### src/rtl/clint_pkg.sv
// Shared constants, register decode and byte-lane merge for the core-local interruptor.
package clint_pkg;

    localparam logic [31:0] MSIP_OFF        = 32'h0000_0000;
    localparam logic [31:0] MTIMECMP_LO_OFF = 32'h0000_4000;
    localparam logic [31:0] MTIMECMP_HI_OFF = 32'h0000_4004;
    localparam logic [31:0] MTIME_LO_OFF    = 32'h0000_BFF8;
    localparam logic [31:0] MTIME_HI_OFF    = 32'h0000_BFFC;

    localparam logic [30:0] CLINT_MSI_CODE = 31'd3;
    localparam logic [30:0] CLINT_MTI_CODE = 31'd7;

    localparam int unsigned MIE_MSIE_BIT    = 3;
    localparam int unsigned MIE_MTIE_BIT    = 7;
    localparam int unsigned MSTATUS_MIE_BIT = 3;

    typedef enum logic [2:0] {
        RegNone,
        RegMsip,
        RegCmpLo,
        RegCmpHi,
        RegTimeLo,
        RegTimeHi
    } reg_sel_e;

    function automatic reg_sel_e decode_offset(input logic [31:0] off);
        reg_sel_e r;
        case (off)
            MSIP_OFF:        r = RegMsip;
            MTIMECMP_LO_OFF: r = RegCmpLo;
            MTIMECMP_HI_OFF: r = RegCmpHi;
            MTIME_LO_OFF:    r = RegTimeLo;
            MTIME_HI_OFF:    r = RegTimeHi;
            default:         r = RegNone;
        endcase
        return r;
    endfunction

    function automatic logic [31:0] merge_bytes(input logic [31:0] old_val,
                                                input logic [31:0] new_val,
                                                input logic [3:0]  sel);
        logic [31:0] r;
        for (int i = 0; i < 4; i++) begin
            r[i*8 +: 8] = sel[i] ? new_val[i*8 +: 8] : old_val[i*8 +: 8];
        end
        return r;
    endfunction

endpackage

### src/rtl/clint_if.sv
// Wishbone B4 classic slave port bundle for the CLINT.
interface clint_if;
    logic [31:0] wb_adr_i;
    logic [31:0] wb_dat_i;
    logic [31:0] wb_dat_o;
    logic        wb_we_i;
    logic [3:0]  wb_sel_i;
    logic        wb_stb_i;
    logic        wb_cyc_i;
    logic        wb_ack_o;

    modport master (
        output wb_adr_i, wb_dat_i, wb_we_i, wb_sel_i, wb_stb_i, wb_cyc_i,
        input  wb_dat_o, wb_ack_o
    );

    modport slave (
        input  wb_adr_i, wb_dat_i, wb_we_i, wb_sel_i, wb_stb_i, wb_cyc_i,
        output wb_dat_o, wb_ack_o
    );
endinterface

### src/rtl/clint_timer.sv
// Prescaled 64-bit mtime counter; per-half bus loads win over a same-cycle tick.
module clint_timer #(
    parameter int unsigned TICK_DIV = 1
) (
    input  logic        clk,
    input  logic        rst,
    input  logic        load_lo,
    input  logic        load_hi,
    input  logic [31:0] load_val,
    output logic [63:0] mtime
);
    localparam logic [15:0] TICK_MAX = 16'(TICK_DIV - 1);

    logic [15:0] presc_q, presc_d;
    logic [63:0] mtime_q, mtime_d;
    logic        tick;

    assign tick  = (presc_q == TICK_MAX);
    assign mtime = mtime_q;

    always_comb begin
        presc_d = tick ? 16'd0 : presc_q + 16'd1;
    end

    // A load freezes the other half too: no carry is applied on a load cycle.
    always_comb begin
        mtime_d = mtime_q;
        if (load_lo) begin
            mtime_d[31:0] = load_val;
        end else if (load_hi) begin
            mtime_d[63:32] = load_val;
        end else if (tick) begin
            mtime_d = mtime_q + 64'd1;
        end
    end

    always_ff @(posedge clk or posedge rst) begin
        if (rst) begin
            presc_q <= '0;
            mtime_q <= '0;
        end else begin
            presc_q <= presc_d;
            mtime_q <= mtime_d;
        end
    end
endmodule

### src/rtl/clint.sv
// Core-local interruptor: Wishbone register file for msip/mtime/mtimecmp and the
// registered interrupt request towards the core's MEM stage.
module clint
    import clint_pkg::*;
#(
    parameter int unsigned TICK_DIV = 1,
    parameter int unsigned ADDR_W   = 16
) (
    input  logic        clk,
    input  logic        rst,
    clint_if.slave      wb,
    input  logic [31:0] latest_mie,
    input  logic [31:0] latest_mstatus,
    output logic        interrupt_clint,
    output logic [30:0] exception_code_clint
);
    localparam logic [31:0] ADDR_MASK =
        (ADDR_W >= 32) ? 32'hFFFF_FFFF : 32'((64'd1 << ADDR_W) - 64'd1);

    logic        ack_q, accept, wr_en, rd_en;
    logic [31:0] dat_q, dat_d, rdata, offset;
    reg_sel_e    sel;
    logic        msip_q, msip_d;
    logic [63:0] cmp_q, cmp_d, mtime;
    logic        load_lo, load_hi;
    logic [31:0] load_val;
    logic        sw_req, tm_req, irq_q, irq_d;
    logic [30:0] code_q, code_d;
    logic        unused_bits;

    assign offset = wb.wb_adr_i & ADDR_MASK & 32'hFFFF_FFFC;
    assign sel    = decode_offset(offset);
    // Blocking on ack_q gives the one-cycle gap between back-to-back acks.
    assign accept = wb.wb_cyc_i & wb.wb_stb_i & ~ack_q;
    assign wr_en  = accept & wb.wb_we_i;
    assign rd_en  = accept & ~wb.wb_we_i;

    assign wb.wb_ack_o = ack_q;
    assign wb.wb_dat_o = dat_q;

    always_comb begin
        rdata = '0;
        unique case (sel)
            RegMsip:   rdata = {31'd0, msip_q};
            RegCmpLo:  rdata = cmp_q[31:0];
            RegCmpHi:  rdata = cmp_q[63:32];
            RegTimeLo: rdata = mtime[31:0];
            RegTimeHi: rdata = mtime[63:32];
            RegNone:   rdata = '0;
        endcase
        dat_d = rd_en ? rdata : dat_q;
    end

    always_comb begin
        msip_d   = msip_q;
        cmp_d    = cmp_q;
        load_lo  = 1'b0;
        load_hi  = 1'b0;
        load_val = merge_bytes((sel == RegTimeHi) ? mtime[63:32] : mtime[31:0],
                               wb.wb_dat_i, wb.wb_sel_i);
        if (wr_en) begin
            unique case (sel)
                RegMsip:   if (wb.wb_sel_i[0]) msip_d = wb.wb_dat_i[0];
                RegCmpLo:  cmp_d[31:0]  = merge_bytes(cmp_q[31:0], wb.wb_dat_i, wb.wb_sel_i);
                RegCmpHi:  cmp_d[63:32] = merge_bytes(cmp_q[63:32], wb.wb_dat_i, wb.wb_sel_i);
                RegTimeLo: load_lo = 1'b1;
                RegTimeHi: load_hi = 1'b1;
                RegNone:   ;
            endcase
        end
    end

    always_ff @(posedge clk or posedge rst) begin
        if (rst) begin
            ack_q  <= 1'b0;
            dat_q  <= '0;
            msip_q <= 1'b0;
            cmp_q  <= '1;
        end else begin
            ack_q  <= accept;
            dat_q  <= dat_d;
            msip_q <= msip_d;
            cmp_q  <= cmp_d;
        end
    end

    clint_timer #(
        .TICK_DIV (TICK_DIV)
    ) u_timer (
        .clk      (clk),
        .rst      (rst),
        .load_lo  (load_lo),
        .load_hi  (load_hi),
        .load_val (load_val),
        .mtime    (mtime)
    );

    always_comb begin
        sw_req = msip_q & latest_mie[MIE_MSIE_BIT];
        tm_req = (mtime >= cmp_q) & latest_mie[MIE_MTIE_BIT];
        irq_d  = latest_mstatus[MSTATUS_MIE_BIT] & (sw_req | tm_req);
        code_d = sw_req ? CLINT_MSI_CODE : (tm_req ? CLINT_MTI_CODE : 31'd0);
    end

    always_ff @(posedge clk or posedge rst) begin
        if (rst) begin
            irq_q  <= 1'b0;
            code_q <= '0;
        end else begin
            irq_q  <= irq_d;
            code_q <= code_d;
        end
    end

    assign interrupt_clint      = irq_q;
    assign exception_code_clint = code_q;

    assign unused_bits = ^{latest_mie[31:8], latest_mie[6:4], latest_mie[2:0],
                           latest_mstatus[31:4], latest_mstatus[2:0]};
endmodule

### src/flat_wrapper.sv
// flat-port wrapper written by rule: the top's interface ports become plain ports
module clint_flat import clint_pkg::*;
#(
    parameter int unsigned TICK_DIV = 1,
    parameter int unsigned ADDR_W   = 16
)
  (clk, rst, latest_mie, latest_mstatus, interrupt_clint, exception_code_clint, wb_wb_adr_i, wb_wb_dat_i, wb_wb_we_i, wb_wb_sel_i, wb_wb_stb_i, wb_wb_cyc_i, wb_wb_dat_o, wb_wb_ack_o);
  clint_if wb_i ();
  input  logic clk;
  input  logic rst;
  input  logic [31:0] latest_mie;
  input  logic [31:0] latest_mstatus;
  output logic interrupt_clint;
  output logic [30:0] exception_code_clint;
  input wire logic [$bits(wb_i.wb_adr_i)-1:0] wb_wb_adr_i;
  input wire logic [$bits(wb_i.wb_dat_i)-1:0] wb_wb_dat_i;
  input wire logic [$bits(wb_i.wb_we_i)-1:0] wb_wb_we_i;
  input wire logic [$bits(wb_i.wb_sel_i)-1:0] wb_wb_sel_i;
  input wire logic [$bits(wb_i.wb_stb_i)-1:0] wb_wb_stb_i;
  input wire logic [$bits(wb_i.wb_cyc_i)-1:0] wb_wb_cyc_i;
  output wire logic [$bits(wb_i.wb_dat_o)-1:0] wb_wb_dat_o;
  output wire logic [$bits(wb_i.wb_ack_o)-1:0] wb_wb_ack_o;
  assign wb_i.wb_adr_i = wb_wb_adr_i;
  assign wb_i.wb_dat_i = wb_wb_dat_i;
  assign wb_i.wb_we_i = wb_wb_we_i;
  assign wb_i.wb_sel_i = wb_wb_sel_i;
  assign wb_i.wb_stb_i = wb_wb_stb_i;
  assign wb_i.wb_cyc_i = wb_wb_cyc_i;
  assign wb_wb_dat_o = wb_i.wb_dat_o;
  assign wb_wb_ack_o = wb_i.wb_ack_o;
  clint #(.TICK_DIV(TICK_DIV), .ADDR_W(ADDR_W)) u_core (.clk(clk), .rst(rst), .wb(wb_i), .latest_mie(latest_mie), .latest_mstatus(latest_mstatus), .interrupt_clint(interrupt_clint), .exception_code_clint(exception_code_clint));
endmodule
### config.mk
export PLATFORM = sky130hd
export DESIGN_NAME = clint_flat
export DESIGN_NICKNAME = d
export VERILOG_FILES = /design/src/rtl/clint_pkg.sv /design/src/rtl/clint_if.sv /design/src/rtl/clint_timer.sv /design/src/rtl/clint.sv /design/src/flat_wrapper.sv
export SDC_FILE = /design/constraint.sdc
export NUM_CORES = 1
export LEC_CHECK = 0
export CAP_MARGIN = 20
export CORE_ASPECT_RATIO = 0.8
export CORE_MARGIN = 4
export CORE_UTILIZATION = 42
export DETAILED_ROUTE_END_ITERATION = 8
export GPL_TIMING_DRIVEN = 1
export HOLD_SLACK_MARGIN = 0.15
export PLACE_DENSITY = 0.74
export SLEW_MARGIN = 40
export SYNTH_ARGS = -nofsm -noshare
export SYNTH_HDL_FRONTEND = slang
export SYNTH_SLANG_ARGS = --single-unit
### constraint.sdc
create_clock -name clk -period 7.4 [get_ports clk]
set_input_delay 0.74 -clock clk [delete_from_list [all_inputs] [get_ports clk]]
set_output_delay 0.74 -clock clk [all_outputs]
set_load 0.01 [all_outputs]
==> results.ini <==
[clock_network]
cts_max_path_buffers = 2
clk_pin_slew_ns = 0.07
cts_sinks = 181
cts_tree = yes
post_cts_buffers = 0
hold_buffers = 0
root_buffer = clkbuf_16
cts_resized = 0
clkLatencyLatePin_ns = 0.46
cts_buffers = 17
htree_num_levels = 4

[final_layout]
layout_commonest_cell = nand2_1
nets = 1583
n_fill_cell = 2580
drive_gt1_frac = 0.1473
area.growth.synth_to_final_pct = 14.73
diodes = 0
final_core_util = 0.4960
final_cell_mix = 136 x nand2_1, 120 x o21ai_0, 117 x dfrtp_1

[timing]
tightest_slew_ns = 0.9125
max_freq_ghz = 0.2673
setup_viol = 0
finalMaxSlewViolations = 0
finalHoldViolCount = 0
max_slew_margin = 0.3917
fin_crit_ns = 3.741
fin_skew_ns = 0.02053
fin_ws_ns = 3.659
rsz0062_at_grt = no
hold_slack_ns = 0.5030
fin_setup_tns_ns = 0
post-route-period-util = 0.5055

[die]
die_area_um2 = 31300
initial_utilization = 0.4323
placementRows = 54
io_pins = 202
core_area_um2 = 27700
die_w_um = 196.8
die_h_um = 159.0

[setup_path]
critPathTopFamily = simple AND/OR/NAND/NOR gates
critPathBufInv = 2
regToRegSetupSlack_ns = 3.97
crit_start = wb_wb_adr_i[14]
crit_chain = clkdlybuf4s50_1 -> nand4b_2 -> nor4_4 -> buf_4 -> nand2_1 -> nand2_1 -> nand2_2 -> a21boi_0 -> a211o_1
cp-end-kind = register
r2r_start = u_core.u_timer.mtime[0]
worstPathMaxFanout = 44
slowest_delay_ns = 0.58
worst_path_most_repeated_cell = nand2_1
cp-start-kind = input pin
slowest_stage = nand2_1
crit_required_ns = 7.79
crit_type = in -> reg
crit_arrival_ns = 4.13

[placement]
port_buffers = 94
dpl_worst_slack_ns = 3.049
place_hpwl_um = 25820
routabilityCongestion = 0.9223

[route]
wire_per_inst_um = 21.27
ant_nets = 0
firstDrtPassIters = 6
drc = 0
vias_per_cell = 6.171
via_count = 10840
drtIter0Drc = 1208
drt-total-wl_um = 37340

[grt]
grt_pass1_vias = 10320
grt_antenna_before_repair = 0
grt_pass1_wl_um = 58500
grt_overflow = 0
grt_usage = 0.2340
grt_max_degree = 113

[pwr]
peakVddDrop_v = 0.0001626
p_per_area_nw_per_um2 = 156.2
power.total_w = 0.002147
power_leakage_nw = 5.652

[synthesis]
synthTopCellsByArea = dfrtp_1 24%, dfstp_2 14%, ha_1 7.0%
yosysUniqueCellTypes = 72
netlist_area_um2 = 11980
synth-warning-count = 0
avgSynthCellArea_um2 = 9.032
ys_seq_area_frac = 0.3849
synth_largest_area_cell = dfrtp_1
synth-edff-count = 0
async_flop_share = 1.000
synth_top_flop_cell = dfrtp_1
netlist.area_leader.share = 0.2445
syn_inst = 1326
ys_ff_latch = 181

[worst_hold_path]
hold_path_class = reg -> reg
hold_start = u_core.u_timer.presc_q[14]

[status]
status = completed

[job]
maxCapViolations = 0

cells in the mapped netlist (4+ instances only):
cell	n
mux2_2	59
xnor2_1	20
a21o_1	11
and3_1	18
o22ai_1	6
nand4_1	31
or3_1	6
ha_1	67
o21ai_0	120
a211oi_1	9
nand3_1	60
nand2b_1	5
nand2_1	137
a22oi_1	25
xor2_1	25
nor3_1	27
clkbuf_1	46
mux2i_1	27
nor4_1	37
nor2_1	50
and4_1	8
a311oi_1	5
inv_1	79
a21oi_1	96
a22o_1	28
o211ai_1	5
buf_1	9
nor4_4	4
dfrtp_1	117
a221o_1	12
dfstp_2	64
buf_2	21
and2_1	6
buf_4	29
path summary, 6_finish.rpt:
path / endpoint / depth (start not counted)
max reg2reg: u_core.interrupt_clint / 10
min in group asynchronous: u_core.wb.wb_dat_o[21] / 2
min reg2reg: u_core.u_timer.presc_q[14] / 1
min: u_core.u_timer.presc_q[14] / 1
max in group asynchronous: u_core.wb.wb_dat_o[1] / 3
max: u_core.u_timer.mtime[39] / 9
cell families after synthesis:
logic type      synth area share
compound gates            0.1834
xor+xnor                 0.03291
mux                      0.07804
fa+ha+maj                0.07000
flops                     0.3849
buf+inv                  0.06926
simple gates              0.1813
other cells            0.0003131
routing by layer:
layer | vias up | part of all wire | GRT usage
met5 | - | 0.0033 | 0.02932
met4 | 2 | 0.022 | 0.06711
met3 | 68 | 0.11 | 0.06072
met2 | 563 | 0.43 | 0.3356
met1 | 5292 | 0.44 | 0.3448
li1 | 4912 | - | -
report_power, final:
part	switching [W]	leakage (nW)	internal, W
registers	0.0000304	2.21	0.00100
logic	0.000102	3.15	0.0000575
clock network	0.000432	0.284	0.000522
total	0.000565	5.65	0.00158
worst register-to-register path, cell delays in order, from the launching register on:
cell       delay, ns
dfrtp_1         0.44
inv_1           0.08
ha_1            0.29
nand2b_1        0.17
a2111oi_0       0.49
buf_4           0.23
and3b_1         0.18
nor4b_1         0.50
o31ai_1         0.22
a211oi_1        0.54
a21oi_1         0.15
metrics by stage:
stage / instances / instance area (um2)
finish: 1756 / 13740
floorplan: 1353 / 12080
global placement: 1724 / 13100
detailed placement: 1724 / 13120
CTS: 1756 / 13720
global route: 1756 / 13740
sequential cells by signal, summed over array words and instances, names as in the netlist:
| register | cells |
|---|---|
| u_core.u_timer.presc_q | 16 |
| u_core.exception_code_clint | 2 |
| u_core.msip_q | 1 |
| u_core.cmp_q | 64 |
| u_core.interrupt_clint | 1 |
| u_core.wb.wb_dat_o | 32 |
| u_core.u_timer.mtime | 64 |
| u_core.wb.wb_ack_o | 1 |
area by class of cell:
type | instances | area (um2) | area share
clock buffer | 20 | 456.7 | 0.03324
timing repair buffer | 112 | 1075 | 0.07822
inverter | 80 | 312.8 | 0.02276
tap | 364 | 455.4 | 0.03315
sequential | 181 | 4609 | 0.3355
clock inverter | 12 | 143.9 | 0.01047
multi-input combinational | 987 | 6688 | 0.4867
Note: power is estimated with default switching activity, not from simulation.
